## src/rtl/tone_pkg.sv

```systemverilog
// Shared constants, state type and clamp helper for the period_tone_gen slice.
package tone_pkg;

    localparam int unsigned PERIOD_W = 24;
    localparam logic [PERIOD_W-1:0] DEFAULT_PERIOD = 24'd1000;
    localparam logic [PERIOD_W-1:0] MIN_PERIOD = 24'd2;

    typedef enum logic {
        IDLE = 1'b0,
        RUN  = 1'b1
    } tone_state_t;

    function automatic logic [PERIOD_W-1:0] clamp_period(input logic [PERIOD_W-1:0] p);
        return (p < MIN_PERIOD) ? MIN_PERIOD : p;
    endfunction

endpackage

```

## src/rtl/period_tone_gen_if.sv

```systemverilog
// Period handshake and tone outputs; the producer side is master, the generator is slave.
// Optional mute input is present only when PERIOD_TONE_GEN_MUTE_EN is defined.
interface period_tone_gen_if
    import tone_pkg::*;
#(
    parameter int unsigned Width = PERIOD_W
);
    logic             enable;
    logic [Width-1:0] period_in;
    logic             period_valid;
    logic             period_ready;
    logic             wave_out;
    logic             tick;
    logic [Width-1:0] period_active;
    logic             busy;
`ifdef PERIOD_TONE_GEN_MUTE_EN
    logic             mute;

    modport master (
        output enable, period_in, period_valid, mute,
        input  period_ready, wave_out, tick, period_active, busy
    );
    modport slave (
        input  enable, period_in, period_valid, mute,
        output period_ready, wave_out, tick, period_active, busy
    );
`else
    modport master (
        output enable, period_in, period_valid,
        input  period_ready, wave_out, tick, period_active, busy
    );
    modport slave (
        input  enable, period_in, period_valid,
        output period_ready, wave_out, tick, period_active, busy
    );
`endif

endinterface

```

## src/rtl/half_period_counter.sv

```systemverilog
// Half-wave cycle counter: flags the last cycle of a half-wave and restarts itself.
module half_period_counter #(
    parameter int unsigned Width = 24
) (
    input  logic             clk_i,
    input  logic             rst_ni,
    input  logic             clear_i,
    input  logic [Width-1:0] limit_i,
    output logic             wrap_o
);

    logic [Width-1:0] count_q, count_d;

    // limit_i is never below 2, so limit_i - 1 cannot underflow.
    assign wrap_o = (count_q == (limit_i - Width'(1)));

    always_comb begin
        count_d = count_q + Width'(1);
        if (clear_i || wrap_o) begin
            count_d = '0;
        end
    end

    always_ff @(posedge clk_i or negedge rst_ni) begin
        if (!rst_ni) begin
            count_q <= '0;
        end else begin
            count_q <= count_d;
        end
    end

endmodule

```

## src/rtl/period_tone_gen.sv

```systemverilog
// Square-wave tone generator; new periods take effect only at half-wave boundaries.
// Optional output mute is enabled by defining PERIOD_TONE_GEN_MUTE_EN.
module period_tone_gen
    import tone_pkg::*;
(
    input  logic               clk_i,
    input  logic               rst_ni,
    period_tone_gen_if.slave   bus
);

    tone_state_t         state_q, state_d;
    logic [PERIOD_W-1:0] period_active_q, period_active_d;
    logic [PERIOD_W-1:0] pend_val_q, pend_val_d;
    logic                pend_full_q, pend_full_d;
    logic                phase_q, phase_d;
    logic                tick_q, tick_d;
    logic                running;
    logic                wrap;

    assign running = (state_q == RUN) && bus.enable;

    half_period_counter #(
        .Width (PERIOD_W)
    ) u_counter (
        .clk_i   (clk_i),
        .rst_ni  (rst_ni),
        .clear_i (!running),
        .limit_i (period_active_q),
        .wrap_o  (wrap)
    );

    always_comb begin
        state_d         = state_q;
        period_active_d = period_active_q;
        pend_val_d      = pend_val_q;
        pend_full_d     = pend_full_q;
        phase_d         = phase_q;
        tick_d          = 1'b0;

        unique case (state_q)
            IDLE: begin
                phase_d = 1'b0;
                if (pend_full_q) begin
                    period_active_d = pend_val_q;
                    pend_full_d     = 1'b0;
                end
                if (bus.enable) begin
                    state_d = RUN;
                end
            end
            RUN: begin
                if (!bus.enable) begin
                    state_d = IDLE;
                    phase_d = 1'b0;
                end else if (wrap) begin
                    phase_d = ~phase_q;
                    tick_d  = 1'b1;
                    if (pend_full_q) begin
                        period_active_d = pend_val_q;
                        pend_full_d     = 1'b0;
                    end
                end
            end
        endcase

        // Accept needs an empty buffer, so it never collides with an apply above;
        // a value accepted on a boundary waits for the following one.
        if (bus.period_valid && !pend_full_q) begin
            pend_val_d  = clamp_period(bus.period_in);
            pend_full_d = 1'b1;
        end
    end

    always_ff @(posedge clk_i or negedge rst_ni) begin
        if (!rst_ni) begin
            state_q         <= IDLE;
            period_active_q <= DEFAULT_PERIOD;
            pend_val_q      <= '0;
            pend_full_q     <= 1'b0;
            phase_q         <= 1'b0;
            tick_q          <= 1'b0;
        end else begin
            state_q         <= state_d;
            period_active_q <= period_active_d;
            pend_val_q      <= pend_val_d;
            pend_full_q     <= pend_full_d;
            phase_q         <= phase_d;
            tick_q          <= tick_d;
        end
    end

    assign bus.period_ready  = !pend_full_q;
    assign bus.tick          = tick_q;
    assign bus.period_active = period_active_q;
    assign bus.busy          = (state_q == RUN);
`ifdef PERIOD_TONE_GEN_MUTE_EN
    assign bus.wave_out      = phase_q && !bus.mute;
`else
    assign bus.wave_out      = phase_q;
`endif

endmodule

```

## src/flat_wrapper.sv

```systemverilog
// flat-port wrapper written by rule: the top's interface ports become plain ports
module period_tone_gen_flat import tone_pkg::*;
  (clk_i, rst_ni, bus_enable, bus_period_in, bus_period_valid, bus_period_ready, bus_wave_out, bus_tick, bus_period_active, bus_busy);
  period_tone_gen_if #(.Width(PERIOD_W)) bus_i ();
  input  logic clk_i;
  input  logic rst_ni;
  input wire logic [$bits(bus_i.enable)-1:0] bus_enable;
  input wire logic [$bits(bus_i.period_in)-1:0] bus_period_in;
  input wire logic [$bits(bus_i.period_valid)-1:0] bus_period_valid;
  output wire logic [$bits(bus_i.period_ready)-1:0] bus_period_ready;
  output wire logic [$bits(bus_i.wave_out)-1:0] bus_wave_out;
  output wire logic [$bits(bus_i.tick)-1:0] bus_tick;
  output wire logic [$bits(bus_i.period_active)-1:0] bus_period_active;
  output wire logic [$bits(bus_i.busy)-1:0] bus_busy;
  assign bus_i.enable = bus_enable;
  assign bus_i.period_in = bus_period_in;
  assign bus_i.period_valid = bus_period_valid;
  assign bus_period_ready = bus_i.period_ready;
  assign bus_wave_out = bus_i.wave_out;
  assign bus_tick = bus_i.tick;
  assign bus_period_active = bus_i.period_active;
  assign bus_busy = bus_i.busy;
  period_tone_gen u_core (.clk_i(clk_i), .rst_ni(rst_ni), .bus(bus_i));
endmodule
```

## config.mk

```make
export PLATFORM = sky130hd
export DESIGN_NAME = period_tone_gen_flat
export DESIGN_NICKNAME = d
export VERILOG_FILES = /design/src/rtl/tone_pkg.sv /design/src/rtl/period_tone_gen_if.sv /design/src/rtl/half_period_counter.sv /design/src/rtl/period_tone_gen.sv /design/src/flat_wrapper.sv
export SDC_FILE = /design/constraint.sdc
export NUM_CORES = 1
export LEC_CHECK = 0
export CAP_MARGIN = 15
export CORE_ASPECT_RATIO = 1.1
export CORE_MARGIN = 10
export CORE_UTILIZATION = 55
export CTS_CLUSTER_DIAMETER = 40
export DETAILED_ROUTE_END_ITERATION = 10
export PLACE_DENSITY = 0.85
export SYNTH_ARGS = -nofsm -noshare
export SYNTH_HDL_FRONTEND = slang
export SYNTH_SLANG_ARGS = --single-unit
```

## constraint.sdc

```tcl
create_clock -name clk_i -period 7.8 [get_ports clk_i]
set_input_delay 0.78 -clock clk_i [delete_from_list [all_inputs] [get_ports clk_i]]
set_output_delay 0.78 -clock clk_i [all_outputs]
set_load 0.02 [all_outputs]
```

==> flow_summary.yaml, run 1 <==
place:
  gp_congestion: 0.865
  place_hpwl_mm: 7.35
  io_buffers: 55
worst_hold_path:
  hold_class: "register to register"
  min_path_cells: 1
detailed_routing:
  first_pass_iters: 5
  drt-vias-per-instance: 6.06
  detail-route-antenna-nets: 0
  vias: 3189
  drt_iter0_drc: 271
  wl_per_cell_um: 19.7
  drcViolationCount: 0
  drt_wl_total_mm: 10.4
power:
  p_leak_nw: 1.98
  power_density_nw_per_um2: 300
  total_power_mw: 1.48
  ir_drop_mv: 0.214
timing:
  maxSlewViolCount: 0
  grt_setup_unrepaired: "false"
  worst_pin_slew_ns: 1.25
  relSlewSlack: 0.167
  hold_viol_final: 0
  setup_viol: 0
  finalCritPeriodShare: 0.494
  fmax_mhz: 260
  final.setup.tns_ns: 0
  fin_skew_ns: 0.0191
  min_period_ns: 3.85
grt:
  grt_use_total: 0.192
  grt_first_pass_wirelength_mm: 17.5
  overflow: 0
  grt_antenna_before_repair: 0
  grt_pass1_vias: 3354
  grt_max_degree: 77
clocking:
  postCtsSetupBuffers: 0
  cts_sinks: 76
  clockBufferDepth: 2
  insertion_delay_ns: 0.36
  root_buffer: "clkbuf_8"
  cts_resized: 0
  cts_buffers: 9
  cts.reportedPaths.clkPinSlew_ns: 0.09
  cts_tree: "built"
  hold_buffers: 0
  h-tree-depth: 3
logic_synthesis:
  ys.flop_type: "dfrtp_1"
  yosysWarnings: 0
  synth_area_sq_um: 4150
  yosysSeqAreaShare: 0.460
  syn_nets: 412
  netlist_instances: 382
  ys_seq_elements: 76
  synthDistinctLibCells: 53
  async_reset_ff_frac: 1.00
  syn_avg_cell_area_sq_um: 10.9
  synth_edf_count: 0
setup_path:
  critPathKind: "register to register"
  path_max_fanout: 24
  endpoint_kind: "register"
  reg2reg_depth: 9
  required_ns: 8.04
  cp.arrival_ns: 4.09
  cp-start-kind: "register"
finish:
  drive_above_1_share: 0.185
  area_growth_pct: 18.6
  layout.nets: 464
  antennaDiodeCount: 0
floorplanning:
  initial_core_util: 0.562
  core_sq_um: 7390
  rows: 33
  die_height_um: 111
  chipWidth_um: 103
  die_area_sq_um: 11400
  boundaryPins: 56
run:
  cap_violations: 0
outcome:
  outcome: "finished clean"
==> worst paths after layout <==
path / from / to / slack [ns]
min in group asynchronous: rst_ni / u_core.bus.period_active[23] / 0.64
max in group asynchronous: rst_ni / u_core.u_counter.count_q[19] / 6.54
min reg2reg: u_core.pend_val_q[17] / u_core.bus.period_active[17] / 0.51
max reg2reg: u_core.bus.period_active[0] / u_core.bus.period_active[10] / 3.95
min: u_core.pend_val_q[17] / u_core.bus.period_active[17] / 0.51
max: u_core.bus.period_active[0] / u_core.bus.period_active[10] / 3.95
==> per-stage QoR <==
stage               hold WS, ns  cell area (sq um)  worst slack, ns  std cells   util
floorplan                 0.469               4150             4.78        382      -
global placement          0.483               4720             4.27        510  0.639
detailed placement        0.491               4720             4.07        510  0.639
CTS                       0.511               4920             3.98        526  0.666
global route              0.523               4920             3.76        526  0.666
finish                    0.514               4920             3.95        526  0.666
==> critical path, stage by stage (launching register included) <==
cell and delay, ns:
dfrtp_1 0.49, inv_1 0.11, ha_1 0.25, or3b_2 0.51
nor2_2 0.18, nand3_1 0.10, a2111oi_0 0.74, and4b_2 0.41
a32oi_4 0.46, mux2_4 0.48
==> cell usage after synthesis (7+ instances only) <==
| cell | n | area share |
|---|---|---|
| mux2_4 | 19 | 0.069 |
| a21oi_1 | 7 | 0.0084 |
| mux2_2 | 26 | 0.071 |
| nand3_1 | 16 | 0.019 |
| dfrtp_1 | 70 | 0.42 |
| nor4_1 | 13 | 0.020 |
| o21ai_0 | 8 | 0.0096 |
| nand4_1 | 9 | 0.014 |
| nand2_1 | 14 | 0.013 |
| or3_1 | 8 | 0.012 |
| nor3_1 | 13 | 0.016 |
| xor2_1 | 28 | 0.059 |
| xnor2_1 | 22 | 0.046 |
| clkbuf_1 | 7 | 0.0063 |
| inv_1 | 12 | 0.011 |
| nor2_1 | 46 | 0.042 |
==> layer usage <==
metal	vias up	share of wire	track usage
met5	-	0	0
li1	1476	-	-
met1	1547	0.41	0.235
met3	23	0.062	0.0393
met4	0	0.028	0.0947
met2	143	0.50	0.310
==> power by group <==
| group | total, mW | switching (mW) | internal (mW) |
|---|---|---|---|
| Clock | 0.310 | 0.159 | 0.151 |
| Combinational | 0.534 | 0.257 | 0.278 |
| Sequential | 0.635 | 0.149 | 0.486 |
==> kinds of logic (layout without fill, tap and decap cells) <==
family / Yosys count / in the layout / synth area share
compound gates: 36 / 36 / 0.0645
xor+xnor: 50 / 50 / 0.106
fa+ha+maj: 2 / 2 / 0.00603
buf+inv: 27 / 84 / 0.0320
flops: 76 / 76 / 0.460
mux: 46 / 46 / 0.142
simple gates: 145 / 145 / 0.190
==> registers in the layout, indices dropped and copies added (netlist names) <==
name	cells
u_core.bus.period_active	24
u_core.pend_val_q	24
u_core.u_counter.count_q	24
u_core.bus.busy	1
u_core.bus.tick	1
u_core.bus.wave_out	1
u_core.pend_full_q	1
==> area by class of cell <==
class	count	area, sq um
Clock inverter	6	71.3
Clock buffer	10	128
Sequential cell	76	1910
Fill cell	529	2470
Tap cell	87	109
Inverter	12	45.0
Timing Repair Buffer	56	553
Multi-Input combinational cell	279	2110
==> layout by cell type, fill, tap and decap left out, types with 6 or more instances in the layout <==
| cell type | count |
|---|---|
| clkdlybuf4s50_1 | 54 |
| xor2_1 | 28 |
| dfstp_2 | 6 |
| xnor2_1 | 22 |
| nand4_1 | 9 |
| nand2_1 | 14 |
| clkbuf_8 | 9 |
| o21ai_0 | 8 |
| nor3_1 | 13 |
| inv_1 | 12 |
| nor2_1 | 46 |
| mux2_4 | 19 |
| or3_1 | 8 |
| nor4_1 | 13 |
| dfrtp_1 | 70 |
| a21oi_1 | 7 |
| mux2_2 | 26 |
| nand3_1 | 16 |
No activity file was read; power rests on OpenSTA's default activity.
==> run 2, diff against run 1 <==
--- a/config.mk
+++ b/config.mk
@@ -8,10 +8,10 @@
 export CAP_MARGIN = 15
 export CORE_ASPECT_RATIO = 1.1
 export CORE_MARGIN = 10
-export CORE_UTILIZATION = 55
+export CORE_UTILIZATION = 50
 export CTS_CLUSTER_DIAMETER = 40
 export DETAILED_ROUTE_END_ITERATION = 10
-export PLACE_DENSITY = 0.85
+export PLACE_DENSITY = 0.82
 export SYNTH_ARGS = -nofsm -noshare
 export SYNTH_HDL_FRONTEND = slang
 export SYNTH_SLANG_ARGS = --single-unit
==> constraint.sdc (replaced) <==
create_clock -name clk_i -period 3.4 [get_ports clk_i]
set_input_delay 0.34 -clock clk_i [delete_from_list [all_inputs] [get_ports clk_i]]
set_output_delay 0.34 -clock clk_i [all_outputs]
set_load 0.02 [all_outputs]
==> flow_summary.yaml, run 2 (synthesized netlist as in run 1, its figures left out) <==
grt:
  grt_antenna_before_repair: 0
  grt_use_total: 0.170
  grt_pass1_vias: 3209
  grt_max_degree: 77
  grt_first_pass_wirelength_mm: 16.8
  overflow: 0
finish:
  layout.nets: 474
  area_growth_pct: 21.8
  fillCellCount: 665
  final_common_cell: "dfrtp_1"
  mostFrequentLayoutCells: "70 x dfrtp_1, 54 x clkdlybuf4s50_1, 46 x nor2_1"
  antennaDiodeCount: 0
  drive_above_1_share: 0.207
setup_path:
  endpoint_kind: "register"
  cp.arrival_ns: 3.39
  required_ns: 3.64
  path_max_fanout: 24
  cp-start-kind: "register"
  critPathKind: "register to register"
clocking:
  hold_buffers: 0
  cts_tree: "built"
  cts_sinks: 76
  h-tree-depth: 3
  clockBufferDepth: 2
  postCtsSetupBuffers: 0
  cts.reportedPaths.clkPinSlew_ns: 0.09
  insertion_delay_ns: 0.35
  root_buffer: "clkbuf_8"
  cts_resized: 0
  cts_buffers: 9
power:
  seq_power_share: 0.399
  ir_drop_mv: 0.382
  combPwrFrac: 0.392
  power.internal_mw: 2.17
  power_density_nw_per_um2: 685
  clkPwrFrac: 0.210
  p_sw_frac: 0.375
  p_leak_nw: 2.04
  p_sw_mw: 1.30
place:
  place_hpwl_mm: 7.62
  gp_congestion: 0.946
  io_buffers: 55
  post-place-ws_ns: 0.167
timing:
  fmax_mhz: 317
  worst_pin_slew_ns: 1.03
  fin_skew_ns: 0.0133
  maxSlewViolCount: 0
  finalCritPeriodShare: 0.927
  final.setup.tns_ns: 0
  grt_setup_unrepaired: "false"
  holdWs_ns: 0.134
  hold_viol_final: 0
  min_period_ns: 3.15
  relSlewSlack: 0.310
  setup_viol: 0
  setup_slack_ns: 0.247
run:
  cap_violations: 0
detailed_routing:
  drt_wl_total_mm: 10.1
  wl_per_cell_um: 18.1
  drt-vias-per-instance: 5.75
  detail-route-antenna-nets: 0
  vias: 3202
  first_pass_iters: 5
  drcViolationCount: 0
  drt_iter0_drc: 241
floorplanning:
  die_height_um: 116
  rows: 34
  core_sq_um: 8000
  boundaryPins: 56
  initial_core_util: 0.519
  chipWidth_um: 107
  die_area_sq_um: 12300
worst_hold_path:
  hold_class: "input pin to async pin"
outcome:
  outcome: "finished clean"
## run 2: cell type report
cell class                 count  area [sq um]  share of cell area
clock inverter                 6          71.3              0.0141
tap                          108           135              0.0267
inverter                      12          45.0             0.00891
multi-input combinational    279          2110               0.418
timing repair buffer          66           643               0.127
clock buffer                  10           138              0.0272
sequential                    76          1910               0.378
## run 2: per-stage QoR
step	power (mW)	std cells	cell area, sq um	util
after floorplan	2.16	382	4150	-
after global placement	2.71	541	4840	0.605
after detailed placement	2.74	541	4840	0.605
after CTS	3.47	557	5050	0.631
after global routing	3.64	557	5060	0.632
final	3.46	557	5060	0.632
## run 2: critical path, stage by stage (launching register included)
cell and delay [ns]:
dfrtp_1 0.48, or3_1 0.48, or3_1 0.35, nor4bb_1 0.14, a311oi_1 0.54, nor2_1 0.17, a32oi_4 0.29, buf_12 0.24
mux2_2 0.35
## run 2: path summary, 6_finish.rpt
kind                                                 to  depth (start not counted)                    startpoint  slack [ns]
min in group clk_i         u_core.bus.period_active[13]                          1         u_core.pend_val_q[13]        0.51
max in group asynchronous          u_core.pend_val_q[1]                          1                        rst_ni        2.68
setup reg to reg            u_core.bus.period_active[2]                          8  u_core.bus.period_active[15]        0.25
hold / removal              u_core.u_counter.count_q[4]                          1                        rst_ni        0.13
setup / recovery            u_core.bus.period_active[2]                          8  u_core.bus.period_active[15]        0.25
hold reg to reg            u_core.bus.period_active[13]                          1         u_core.pend_val_q[13]        0.51
## run 2: power groups by stage
stage | logic [mW] | registers [mW] | clock network, mW
2_1_floorplan | 0.700 | 1.46 | 0
3_3_place_gp | 1.33 | 1.38 | 0
3_5_place_dp | 1.35 | 1.39 | 0
4_1_cts | 1.35 | 1.38 | 0.742
5_1_grt | 1.45 | 1.41 | 0.781
6_report | 1.36 | 1.38 | 0.726
## run 2: per-layer routing
| metal | vias up | GRT usage | wire length [um] |
|---|---|---|---|
| met5 | - | 0 | 0 |
| met4 | 0 | 0.0407 | 85 |
| met3 | 5 | 0.0422 | 449 |
| met2 | 89 | 0.295 | 5180 |
| met1 | 1603 | 0.206 | 4390 |
| li1 | 1505 | - | - |
==> patch, RTL diff (config.mk and constraints of run 2) <==
`DEFAULT_PERIOD`: 24'd1000 -> 24'd512.
--- a/src/rtl/tone_pkg.sv
+++ b/src/rtl/tone_pkg.sv
@@ -2,7 +2,7 @@
 package tone_pkg;
 
     localparam int unsigned PERIOD_W = 24;
-    localparam logic [PERIOD_W-1:0] DEFAULT_PERIOD = 24'd1000;
+    localparam logic [PERIOD_W-1:0] DEFAULT_PERIOD = 24'd512;
     localparam logic [PERIOD_W-1:0] MIN_PERIOD = 24'd2;
 
     typedef enum logic {
Check against the original RTL: not equivalent (a bounded check fails within 4 cycles, from zero or initial values and one cycle with rst_ni low).
==> patch against run 2 <==
Worst hold slack got worse by 0.012 ns. Synthesized area fell by 0.15%. Core utilization grew 0.52 points. Synthesized cell count unchanged. Critical path type unchanged. Final cell count increased by 0.36%. Clock skew is 0.0025 ns lower. Setup slack worse by 0.041 ns. Routed wire length rose by 0.92%. Critical path depth rose by 2. Sequential cell count stayed put. Cell area is 0.82% higher. Total power rose by 3.2%.
==> patch: results (changes against run 2) <==
Outcome
  – Run status: complete, no violations (unchanged)

STA
  – Fin Hold WS: 0.122 ns (was 0.134 ns)
  – Fmax: 313 MHz (was 317 MHz)
  – Slew headroom: 27.0% (was 31.0%)
  – Clock skew: 0.0108 ns (was 0.0133 ns)

Place
  – Routability cong.: 0.886 (was 0.946)
  – Area after DPL: 4850 um^2 (was 4840 um^2)
  – Dpl cells: 543 (was 541)
  – DP Wirelength: 7.74 mm (was 7.62 mm)

Finish
  – Fin cells: 559 (was 557)
  – Fraction of layout instances using a drive strength above 1: 19.5% (was 20.7%)
  – Nets@finish: 476 (was 474)

Worst setup path
  – Crit path DAT: 3.43 ns (was 3.39 ns)
  – R2R setup slack: 0.21 ns (was 0.25 ns)
  – Crit path from: u_core.bus.period_active[0]$_DFFE_PN0P_ (was u_core.bus.period_active[15]$_DFFE_PN0P_)
  – Worst R2R End: u_core.bus.period_active[19]$_DFFE_PN0P_ (was u_core.bus.period_active[2]$_DFFE_PN0P_)
  – Worst Reg2Reg Path Length in Cells: 10 (was 8)
  – Max stage delay cell, worst path: a2111oi_1 (was a311oi_1)

Route
  – DRT iter0 DRCs: 182 (was 241)
  – DR WL met2: 5.12 mm (was 5.18 mm)
  – Vias per cell: 5.66 (was 5.75)
  – Routed length on met1: 4.46 mm (was 4.39 mm)
  – Final wirelength: 10.2 mm (was 10.1 mm)
  – Met3 WL: 437 um (was 449 um)

Logic synthesis
  – Commonest cells in the synthesized netlist: 75 x dfrtp_1, 46 x nor2_1, 28 x xor2_1, 26 x mux2_2, 22 x xnor2_1 (was 70 x dfrtp_1, 46 x nor2_1, 28 x xor2_1, 26 x mux2_2, 22 x xnor2_1)
  – Area contributors post-synth: dfrtp_1 45%, mux2_2 7.1%, mux2_4 6.9%, xor2_1 5.9%, xnor2_1 4.6% (was dfrtp_1 42%, mux2_2 7.1%, mux2_4 6.9%, xor2_1 5.9%, xnor2_1 4.6%)
  – Ys Warns: 0 (unchanged)
  – Post-Syn Area per Cell: 10.8 um^2 (was 10.9 um^2)
  – Register area share after synthesis: 45.9% (was 46.0%)

GRT
  – Routing usage on met1: 20.8% (was 20.6%)
  – All-Layer GR Usage: 17.0% (about the same)
  – GRT met3 Usage: 3.33% (was 4.22%)
  – Number of global-route vias before repair: 3179 (was 3209)
  – First-pass GRT wire length: 16.8 mm (about the same)
  – Global Route met2 Usage: 28.8% (was 29.5%)

Pwr
  – Sw frac: 36.0% (was 37.5%)
  – Leakage: 2.08 nW (was 2.04 nW)
  – Seq power: 1.34 mW (was 1.38 mW)
  – Clk pwr share: 23.7% (was 21.0%)
  – Peak VDD IR: 0.000435 V (was 0.000382 V)

Clock tree
  – CTS root buf: clkbuf_8 (unchanged)
patch: what timing repair did:
| action | 4_1_cts | 5_1_grt |
|---|---|---|
| buffers inserted | 0 | 0 |
| endpoints found under the setup margin | 0 | 40 |
| gates resized for setup | 0 | 1 |
patch: cell type report:
class / instances / area (um^2) / share of cell area, %
clock inverter: 6 / 119 / 2.33
clock buffer: 10 / 128 / 2.50
inverter: 12 / 45.0 / 0.884
tap: 108 / 135 / 2.65
sequential: 76 / 1900 / 37.3
timing repair buffer: 68 / 658 / 12.9
multi-input combinational: 279 / 2110 / 41.4
patch: logic make-up after synthesis:
| kind of cell | after synthesis | share of synthesized area, % |
|---|---|---|
| buffers and inverters | 27 | 3.20 |
| and+or+nand+nor | 145 | 19.1 |
| AOI/OAI and AO/OA | 36 | 6.46 |
| adders and majority gates | 2 | 0.604 |
| xor gates and xnor gates | 50 | 10.6 |
| muxes | 46 | 14.2 |
| DFF | 76 | 45.9 |
